--- config.mk ---
export PLATFORM = sky130hd
export DESIGN_NAME = led_reg_responder
export DESIGN_NICKNAME = d
export VERILOG_FILES = /design/src/rtl/led_reg_responder.sv
export SDC_FILE = /design/constraint.sdc
export NUM_CORES = 1
export LEC_CHECK = 0
export BUFFER_PORTS_ARGS = -buffer_cell sky130_fd_sc_hd__buf_4
export CELL_PAD_IN_SITES_DETAIL_PLACEMENT = 1
export CELL_PAD_IN_SITES_GLOBAL_PLACEMENT = 1
export CORE_ASPECT_RATIO = 0.75
export CORE_MARGIN = 4
export CORE_UTILIZATION = 30
export CTS_CLUSTER_SIZE = 28
export DETAILED_ROUTE_END_ITERATION = 10
export PLACE_DENSITY_LB_ADDON = 0.1
export SLEW_MARGIN = 10
export SYNTH_ARGS = -nofsm -noshare
export SYNTH_HDL_FRONTEND = slang
export SYNTH_SLANG_ARGS = --single-unit
--- constraint.sdc ---
create_clock -name clk -period 12.1 [get_ports clk]
set_input_delay 0 -clock clk [delete_from_list [all_inputs] [get_ports clk]]
set_output_delay 0 -clock clk [all_outputs]
set_load 0.1 [all_outputs]
--- src/rtl/led_reg_responder.sv ---
// Register-mapped LED pattern engine: decodes byte writes from the sequencer bus,
// steps a 16-bit LED bank on a programmable delay and offers a registered read-back port.
module led_reg_responder #(
  parameter int          LED_W         = 16,
  parameter logic [31:0] DEFAULT_DELAY = 32'd4
) (
  input  logic             clk,
  input  logic             rst,
  input  logic             wr_en,
  input  logic [7:0]       data_address,
  input  logic [7:0]       write_data,
  input  logic             rd_en,
  output logic [7:0]       rd_data,
  output logic             rd_valid,
  output logic [LED_W-1:0] led,
  output logic             tick,
  output logic             running
);

  typedef enum logic [1:0] {ST_IDLE, ST_RUN, ST_DONE} state_t;

  state_t             state_q, state_d;
  logic [3:0]         pos_q, pos_d;
  logic [2:0]         mode_q, mode_d;
  logic [7:0]         steps_q, steps_d;
  logic [31:0]        delay_q, delay_d;
  logic [7:0]         stg04_q, stg04_d, stg05_q, stg05_d, stg06_q, stg06_d;
  logic               done_q, done_d;
  logic [31:0]        cnt_q, cnt_d;
  logic [7:0]         step_left_q, step_left_d;
  logic               dir_right_q, dir_right_d;
  logic               blink_ph_q, blink_ph_d;
  logic [LED_W-1:0]   led_q, led_d;
  logic               tick_q, tick_d;
  logic               running_q, running_d;
  logic [7:0]         rd_data_q, rd_data_d;
  logic               rd_valid_q, rd_valid_d;

  logic [LED_W-1:0]   pos_hot, wr_hot, step_led;
  logic               step_dir, step_ph, step_now;
  logic [31:0]        reload_cur, commit_val, commit_reload;
  logic [7:0]         rd_mux;

  assign pos_hot       = {{(LED_W-1){1'b0}}, 1'b1} << pos_q;
  assign wr_hot        = {{(LED_W-1){1'b0}}, 1'b1} << write_data[3:0];
  assign reload_cur    = (delay_q == 32'd0) ? 32'd1 : delay_q;
  assign commit_val    = {stg04_q, stg05_q, stg06_q, write_data};
  assign commit_reload = (commit_val == 32'd0) ? 32'd1 : commit_val;
  // A zero delay means "step every cycle", so it bypasses the countdown.
  assign step_now      = (state_q == ST_RUN) && ((cnt_q == 32'd1) || (delay_q == 32'd0));

  always_comb begin
    step_led = led_q;
    step_dir = dir_right_q;
    step_ph  = blink_ph_q;
    case (mode_q)
      3'd1: step_led = {led_q[LED_W-2:0], led_q[LED_W-1]};
      3'd2: step_led = {led_q[0], led_q[LED_W-1:1]};
      3'd3: begin
        if (led_q[LED_W-1]) begin
          step_dir = 1'b1;
          step_led = led_q >> 1;
        end else if (led_q[0]) begin
          step_dir = 1'b0;
          step_led = led_q << 1;
        end else begin
          step_led = dir_right_q ? (led_q >> 1) : (led_q << 1);
        end
      end
      3'd4: begin
        step_ph  = ~blink_ph_q;
        step_led = blink_ph_q ? pos_hot : '0;
      end
      default: ;
    endcase
  end

  always_comb begin
    case (data_address)
      8'h01:   rd_mux = {4'b0, pos_q};
      8'h02:   rd_mux = {5'b0, mode_q};
      8'h03:   rd_mux = steps_q;
      8'h04:   rd_mux = delay_q[31:24];
      8'h05:   rd_mux = delay_q[23:16];
      8'h06:   rd_mux = delay_q[15:8];
      8'h07:   rd_mux = delay_q[7:0];
      8'h09:   rd_mux = {6'b0, done_q, running_q};
      default: rd_mux = 8'h00;
    endcase
  end

  // Read port: rd_en in cycle N yields rd_valid=1 with rd_data in N+1, no backpressure;
  // the mux looks at current register values, so a same-cycle write is not yet visible.
  always_comb begin
    state_d     = state_q;
    pos_d       = pos_q;
    mode_d      = mode_q;
    steps_d     = steps_q;
    delay_d     = delay_q;
    stg04_d     = stg04_q;
    stg05_d     = stg05_q;
    stg06_d     = stg06_q;
    done_d      = done_q;
    cnt_d       = cnt_q;
    step_left_d = step_left_q;
    dir_right_d = dir_right_q;
    blink_ph_d  = blink_ph_q;
    led_d       = led_q;
    tick_d      = 1'b0;
    rd_valid_d  = rd_en;
    rd_data_d   = rd_en ? rd_mux : rd_data_q;

    if (state_q == ST_RUN) begin
      if (step_now) begin
        tick_d      = 1'b1;
        led_d       = step_led;
        dir_right_d = step_dir;
        blink_ph_d  = step_ph;
        cnt_d       = reload_cur;
        if ((steps_q != 8'd0) && (step_left_q != 8'd0)) begin
          step_left_d = step_left_q - 8'd1;
          if (step_left_q == 8'd1) begin
            state_d = ST_DONE;
            done_d  = 1'b1;
          end
        end
      end else begin
        cnt_d = cnt_q - 32'd1;
      end
    end

    // Register writes land after the step so a POS write overrides the stepped LED value.
    if (wr_en) begin
      case (data_address)
        8'h01: begin
          pos_d      = write_data[3:0];
          led_d      = wr_hot;
          blink_ph_d = 1'b0;
          cnt_d      = reload_cur;
        end
        8'h02: mode_d  = write_data[2:0];
        8'h03: steps_d = write_data;
        8'h04: stg04_d = write_data;
        8'h05: stg05_d = write_data;
        8'h06: stg06_d = write_data;
        8'h07: begin
          delay_d = commit_val;
          cnt_d   = commit_reload;
        end
        8'h08: begin
          if (write_data[1]) begin
            led_d      = pos_hot;
            blink_ph_d = 1'b0;
            done_d     = 1'b0;
            state_d    = ST_IDLE;
          end else if (write_data[0]) begin
            state_d     = ST_RUN;
            step_left_d = steps_q;
            cnt_d       = reload_cur;
          end else if (state_q == ST_RUN) begin
            state_d = ST_IDLE;
          end
        end
        default: ;
      endcase
    end

    running_d = (state_d == ST_RUN);
  end

  always_ff @(posedge clk or posedge rst) begin
    if (rst) begin
      state_q     <= ST_IDLE;
      pos_q       <= 4'd0;
      mode_q      <= 3'd0;
      steps_q     <= 8'd0;
      delay_q     <= DEFAULT_DELAY;
      stg04_q     <= 8'd0;
      stg05_q     <= 8'd0;
      stg06_q     <= 8'd0;
      done_q      <= 1'b0;
      cnt_q       <= DEFAULT_DELAY;
      step_left_q <= 8'd0;
      dir_right_q <= 1'b0;
      blink_ph_q  <= 1'b0;
      led_q       <= {{(LED_W-1){1'b0}}, 1'b1};
      tick_q      <= 1'b0;
      running_q   <= 1'b0;
      rd_data_q   <= 8'd0;
      rd_valid_q  <= 1'b0;
    end else begin
      state_q     <= state_d;
      pos_q       <= pos_d;
      mode_q      <= mode_d;
      steps_q     <= steps_d;
      delay_q     <= delay_d;
      stg04_q     <= stg04_d;
      stg05_q     <= stg05_d;
      stg06_q     <= stg06_d;
      done_q      <= done_d;
      cnt_q       <= cnt_d;
      step_left_q <= step_left_d;
      dir_right_q <= dir_right_d;
      blink_ph_q  <= blink_ph_d;
      led_q       <= led_d;
      tick_q      <= tick_d;
      running_q   <= running_d;
      rd_data_q   <= rd_data_d;
      rd_valid_q  <= rd_valid_d;
    end
  end

  assign led      = led_q;
  assign tick     = tick_q;
  assign running  = running_q;
  assign rd_data  = rd_data_q;
  assign rd_valid = rd_valid_q;

endmodule

==> flow_metrics.tcl, run 1 <==
set metrics [dict create \
    status "completed" \
    fp.coreArea_um2 28200 \
    crit_required_ns 12.39 \
    area_growth_pct 14.8 \
    clockBufferDepth 2 \
    finalSetupTns_ns 0 \
    endpoint_kind "flop" \
    syn_inst 904 \
    tritoncts "built" \
    met2_length_um 14200 \
    insertion_delay_ns 0.44 \
    p_leak_nw 4.10 \
    hold_path_class "in -> reg" \
    antenna_left 0 \
    synthFlopType "dfrtp_1" \
    cp.arrival_ns 3.38 \
    cts_sinks 143 \
    critPathKind "reg -> reg" \
    synth_area_um2 8620 \
    syn_avg_cell_area_um2 9.54 \
    die_w_um 204 \
    switchingPower_mw 0.920 \
    synthArstFlopShare_pct 100 \
    synth_edf_count 0 \
    cellPowerDensity_nw_per_um2 204 \
    placementRows 53 \
    routed_via_density 5.81 \
    setup_viol 0 \
    synth-seq-area-share_pct 41.5 \
    utilization_pct 35.1 \
    grt_pass1_vias 7880 \
    vias 7706 \
    crit_path_max_fanout 16 \
    synth.distinct_cells 77 \
    synth_nets 928 \
    p_int_mw 1.11 \
    finalHoldViolations 0 \
    sw_frac_of_total_pct 45.4 \
    report.final.slew_viol_count 0 \
    numPortBuffers 46 \
    routabilityCongestion 0.831 \
    timing.fmax_mhz 324 \
    postCtsSetupRepairBufs 0 \
    htreeDepth 4 \
    gr-total-overflow 0 \
    peakVddDrop_mv 0.207 \
    dpl.hpwl_um 23700 \
    io_pins 47 \
    drtIter0Drc 617 \
    ys.warnings.count 0 \
    pwr-share-comb_pct 42.7 \
    drv_cap 0 \
    firstDrtPassIters 5 \
    clockPowerShare_pct 23.8 \
    period_minus_slack_ns 3.09 \
    ys_ff_latch 143 \
    rsz0062_at_grt "no" \
    diodes 0 \
    dieArea_um2 31600 \
    hold_path_depth 2 \
    post-route-drc-count 0 \
    wl_met3_um 1940 \
    min_period_over_period_pct 25.5 \
    max-slew-margin-rel_pct 24.5 \
    grt_max_degree 91 \
    drt_wl_total_um 33900 \
    cts_buffers 17 \
    grt_pass1_wl_um 51900 \
    die_h_um 155 \
    fin_worst_skew_ns 0.0140 \
    p_seq_share_pct 33.5 \
    wire_per_inst_um 25.6 \
    antenna_found_initial 1 \
    fin_nets 956 \
    drive_above_1_share_pct 19.9 \
    clk_pin_slew_ns 0.07 \
    maxUsedRoutingLayer "met4" \
    grt_use_total_pct 21.7 \
    startpoint_type "flop" \
    worst_pin_slew_ns 1.12 \
    start_util_pct 30.6 \
    clockRootBuffer "clkbuf_16" \
    wl_met1_um 17300 \
    reg2reg_depth 7 \
]
==> synth_stat cells, types with 4 or more instances <==
cell / count / area share, %
dfrtp_1: 140 / 41
nor2_1: 70 / 3.0
mux2_2: 69 / 9.0
o21ai_0: 62 / 3.6
nand2_1: 60 / 2.6
a22oi_1: 48 / 4.2
a21oi_1: 44 / 2.6
clkbuf_1: 39 / 1.7
nand3_1: 34 / 2.0
o22ai_1: 34 / 2.5
nor3_1: 29 / 1.7
nor4_1: 28 / 2.0
mux2i_1: 22 / 2.6
inv_1: 18 / 0.78
o221ai_1: 12 / 1.2
buf_2: 10 / 0.58
nor2b_1: 10 / 0.73
nand2b_1: 9 / 0.65
or3_1: 9 / 0.65
nand4_1: 8 / 0.58
and3_1: 7 / 0.51
a31oi_1: 6 / 0.44
mux4_2: 6 / 1.6
a32oi_1: 5 / 0.51
nand3b_1: 5 / 0.44
o21ai_1: 5 / 0.29
o31ai_1: 5 / 0.44
a21o_1: 4 / 0.35
a221o_1: 4 / 0.46
buf_1: 4 / 0.17
ha_1: 4 / 0.58
nor3b_1: 4 / 0.35
nor4_4: 4 / 0.99
o31a_1: 4 / 0.41
or2_2: 4 / 0.29
xnor2_1: 4 / 0.41
xor2_1: 4 / 0.41
==> timing repair <==
item                      4_1_cts  5_1_grt
hold endpoints to repair      134        0
hold buffers                    9        0
resized for setup               0        0
==> flip-flops by register name (all words and copies together), names as in the netlist, 2 cells and up <==
name	count
cnt_q	32
delay_q	32
led	16
mode_q	3
pos_q	4
rd_data	8
state_q	2
step_left_q	8
steps_q	8
stg04_q	8
stg05_q	8
stg06_q	8
==> path summary, 6_finish.rpt <==
path / from / endpoint / slack (ns)
setup / recovery: cnt_q[22] / led[7] / 9.01
hold / removal: write_data[1] / done_q / 0.03
setup reg to reg: cnt_q[22] / led[7] / 9.01
hold reg to reg: cnt_q[30] / cnt_q[30] / 0.53
max in group asynchronous: rst / running / 10.56
min in group asynchronous: rst / cnt_q[4] / 0.28
==> layout make-up <==
cell class,instances,area [um^2]
multi-input cells,682,4720
fillers,3239,18300
clock inverters,7,41.3
repair buffers,69,541
flip-flops and latches,143,3580
clock buffers,22,464
inverters,19,76.3
well taps,385,482
==> metrics by stage <==
step | hold WS [ns] | setup slack [ns] | cells | total power, mW | instance area (um^2)
finish | 0.0348 | 9.01 | 1327 | 2.02 | 9900
global route | 0.0578 | 8.73 | 1327 | 2.15 | 9900
CTS | 0.0146 | 9.02 | 1327 | 2.03 | 9900
detailed placement | 0.208 | 8.84 | 1289 | 1.54 | 9310
global placement | 0.210 | 8.93 | 1289 | 1.54 | 9310
floorplan | 0.0314 | 8.27 | 904 | 1.31 | 8620
==> power groups by stage <==
stage | combinational (mW) | sequential (mW) | clock [mW]
finish | 0.864 | 0.678 | 0.483
global placement | 0.859 | 0.683 | 0
global route | 0.944 | 0.692 | 0.511
floorplan | 0.497 | 0.812 | 0
detailed placement | 0.860 | 0.683 | 0
CTS | 0.863 | 0.676 | 0.493
==> logic make-up after synthesis <==
logic type	share of synthesized area, %
mux	13.5
xor+xnor	0.812
compound gates	20.3
buf+inv	3.99
simple gates	19.3
flops	41.5
fa+ha+maj	0.580
==> cells in the final DEF (no fill, tap or decap), types with 6 or more instances in the layout <==
cell / count
a21oi_1: 44
a22oi_1: 48
a31oi_1: 6
and3_1: 7
buf_4: 60
clkbuf_16: 17
dfrtp_1: 140
dlygate4sd3_1: 9
inv_1: 17
mux2_2: 69
mux2i_1: 22
mux4_2: 6
nand2_1: 60
nand2b_1: 9
nand3_1: 34
nand4_1: 8
nor2_1: 69
nor2b_1: 10
nor3_1: 29
nor4_1: 27
o21ai_0: 62
o221ai_1: 12
o22ai_1: 34
or3_1: 9
==> routing by layer <==
| layer | GRT usage (%) | vias to the layer above |
|---|---|---|
| li1 | - | 3515 |
| met1 | 33.4 | 3957 |
| met2 | 30.9 | 205 |
| met3 | 4.88 | 29 |
| met4 | 4.88 | 0 |
| met5 | 0 | - |
==> critical path, stage by stage, from the launching register on <==
cell and delay (ns):
dfrtp_1 0.48, nor4_4 0.36, nand2_1 0.29, or4_4 0.59, a21oi_4 0.51, nand2_4 0.32, mux2i_1 0.26, o22ai_1 0.11
(Power assumes the default switching activity.)
==> run 2, diff against run 1 <==
Clock period 12.1 ns to 2.8 ns, I/O delays scaled along.
==> flow_metrics.tcl, run 2 (synthesis results as in run 1) <==
set metrics [dict create \
    status "completed" \
    max-slew-margin-rel_pct 37.2 \
    grt_pass1_vias 8062 \
    placementRows 53 \
    die_h_um 155 \
    routabilityCongestion 0.839 \
    stdcell_count 1381 \
    postCtsSetupRepairBufs 0 \
    htreeDepth 4 \
    firstDrtPassIters 7 \
    final_common_cell "dfrtp_1" \
    r2r_setup_slack_ns 0.15 \
    clk_pin_slew_ns 0.07 \
    clockBufferDepth 2 \
    fin_nets 1008 \
    holdPathEnd "pos_q[3]" \
    p_seq_share_pct 30.5 \
    regArea_um2 3580 \
    crit_path_max_fanout 7 \
    p_leak_nw 4.41 \
    fillerInstances 3191 \
    multi_input_area_um2 4720 \
    start_util_pct 30.6 \
    dpl.hpwl_um 26200 \
    diodes 0 \
    area_growth_pct 20.9 \
    reg2reg_depth 7 \
    crit_required_ns 3.09 \
    post-route-drc-count 0 \
    tritoncts "built" \
    min_from "write_data[3]" \
    routed_via_density 5.80 \
    utilization_pct 37.0 \
    finalSetupTns_ns 0 \
    report.final.slew_viol_count 0 \
    hold_path_depth 2 \
    finalHoldViolations 0 \
    antenna_left 0 \
    grt_max_degree 44 \
    drtIter0Drc 606 \
    fin_area_um2 10400 \
    cts_buffers 17 \
    gr-total-overflow 0 \
    grt_use_total_pct 23.4 \
    endpoint_kind "flop" \
    drive_above_1_share_pct 24.5 \
    fin_worst_skew_ns 0.0134 \
    critPathKind "reg -> reg" \
    worst_pin_slew_ns 0.941 \
    grt_pass1_wl_um 55600 \
    switchingPower_mw 4.18 \
    dpl_worst_slack_ns 0.0634 \
    r2r_end "cnt_q[19]" \
    timing.rr.start "cnt_q[0]" \
    setup_viol 0 \
    timing.fmax_mhz 378 \
    dpl.cell_count 1342 \
    rsz0062_at_grt "no" \
    hold_path_class "in -> reg" \
    antenna_found_initial 0 \
    cts_sinks 143 \
    wire_per_inst_um 26.5 \
    cellPowerDensity_nw_per_um2 916 \
    pwr-share-comb_pct 44.3 \
    dpl-instance-area_um2 9740 \
    drv_cap 0 \
    peakVddDrop_mv 1.09 \
    numPortBuffers 46 \
    die_w_um 204 \
    dieArea_um2 31600 \
    sw_frac_of_total_pct 43.8 \
    io_pins 47 \
    period_minus_slack_ns 2.65 \
    vias 8012 \
    insertion_delay_ns 0.44 \
    worst_slack_ns 0.152 \
    startpoint_type "flop" \
    clockRootBuffer "clkbuf_16" \
    min_period_over_period_pct 94.6 \
    p_int_mw 5.37 \
    fp.coreArea_um2 28200 \
    cp.arrival_ns 2.94 \
    clockPowerShare_pct 25.2 \
    layout_common_cells "dfrtp_1 (140), buf_4 (110), nor2_1 (69), mux2_2 (69), o21ai_0 (62)" \
    drt_wl_total_um 36500 \
]
-- run 2: changes by cell type in the layout (fill, tap and decap cells not counted), moves of 2 or more --
cell	before	now
clkinvlp_4	1	4
bufinv_16	0	3
buf_4	60	110
buf_12	0	3
clkinv_2	5	3
-- run 2: cell type report --
| class | count | area share [%] |
|---|---|---|
| Clock inverter | 10 | 1.31 |
| Clock buffer | 21 | 4.42 |
| Inverter | 19 | 0.720 |
| Tap cell | 385 | 4.62 |
| Multi-Input combinational cell | 682 | 45.3 |
| Timing Repair Buffer | 121 | 9.26 |
| Sequential cell | 143 | 34.4 |
-- run 2: metrics by stage --
step                hold slack [ns]  total power [mW]
floorplan                    0.0314              5.66
global placement             0.0845              7.09
detailed placement           0.0833              7.10
CTS                          0.0286              9.55
global route                 0.0362              10.1
finish                       0.0531              9.55
-- run 2: repair_timing --
action,4_1_cts,5_1_grt
gates resized for setup,0,2
setup endpoints to repair,0,3
hold endpoints to repair,57,0
hold buffers,8,0
-- run 2: worst max-delay path by stage --
stage	startpoint	end	slack (ns)	cells past startpoint
floorplan	cnt_q[12]	dir_right_q	0.38	8
global placement	cnt_q[0]	cnt_q[27]	0.04	7
detailed placement	cnt_q[0]	cnt_q[27]	0.06	7
CTS	cnt_q[0]	cnt_q[27]	0.03	7
global route	cnt_q[12]	dir_right_q	0.008	9
finish	cnt_q[0]	cnt_q[19]	0.15	7
-- run 2: per-layer routing --
layer  vias up  GRT usage (%)  wire (um)
met3        21           4.49       2150
met4         0           4.30        357
li1       3610              -          -
met2       230           31.7      15000
met5         -              0          0
met1      4151           38.0      19100
-- run 2: critical path, stage by stage (launching register included) --
cell and delay (ns):
dfrtp_1 0.45, or4_1 0.62, or3_1 0.43, buf_4 0.19
nor2_1 0.29, a21oi_1 0.13, o211ai_1 0.23, o221ai_1 0.15
-- run 2: power groups by stage --
stage | Combinational, mW | Sequential [mW] | Clock (mW)
2_1_floorplan | 2.15 | 3.51 | 0
3_3_place_gp | 4.14 | 2.95 | 0
3_5_place_dp | 4.15 | 2.94 | 0
4_1_cts | 4.19 | 2.91 | 2.46
5_1_grt | 4.56 | 2.98 | 2.56
6_report | 4.23 | 2.92 | 2.41
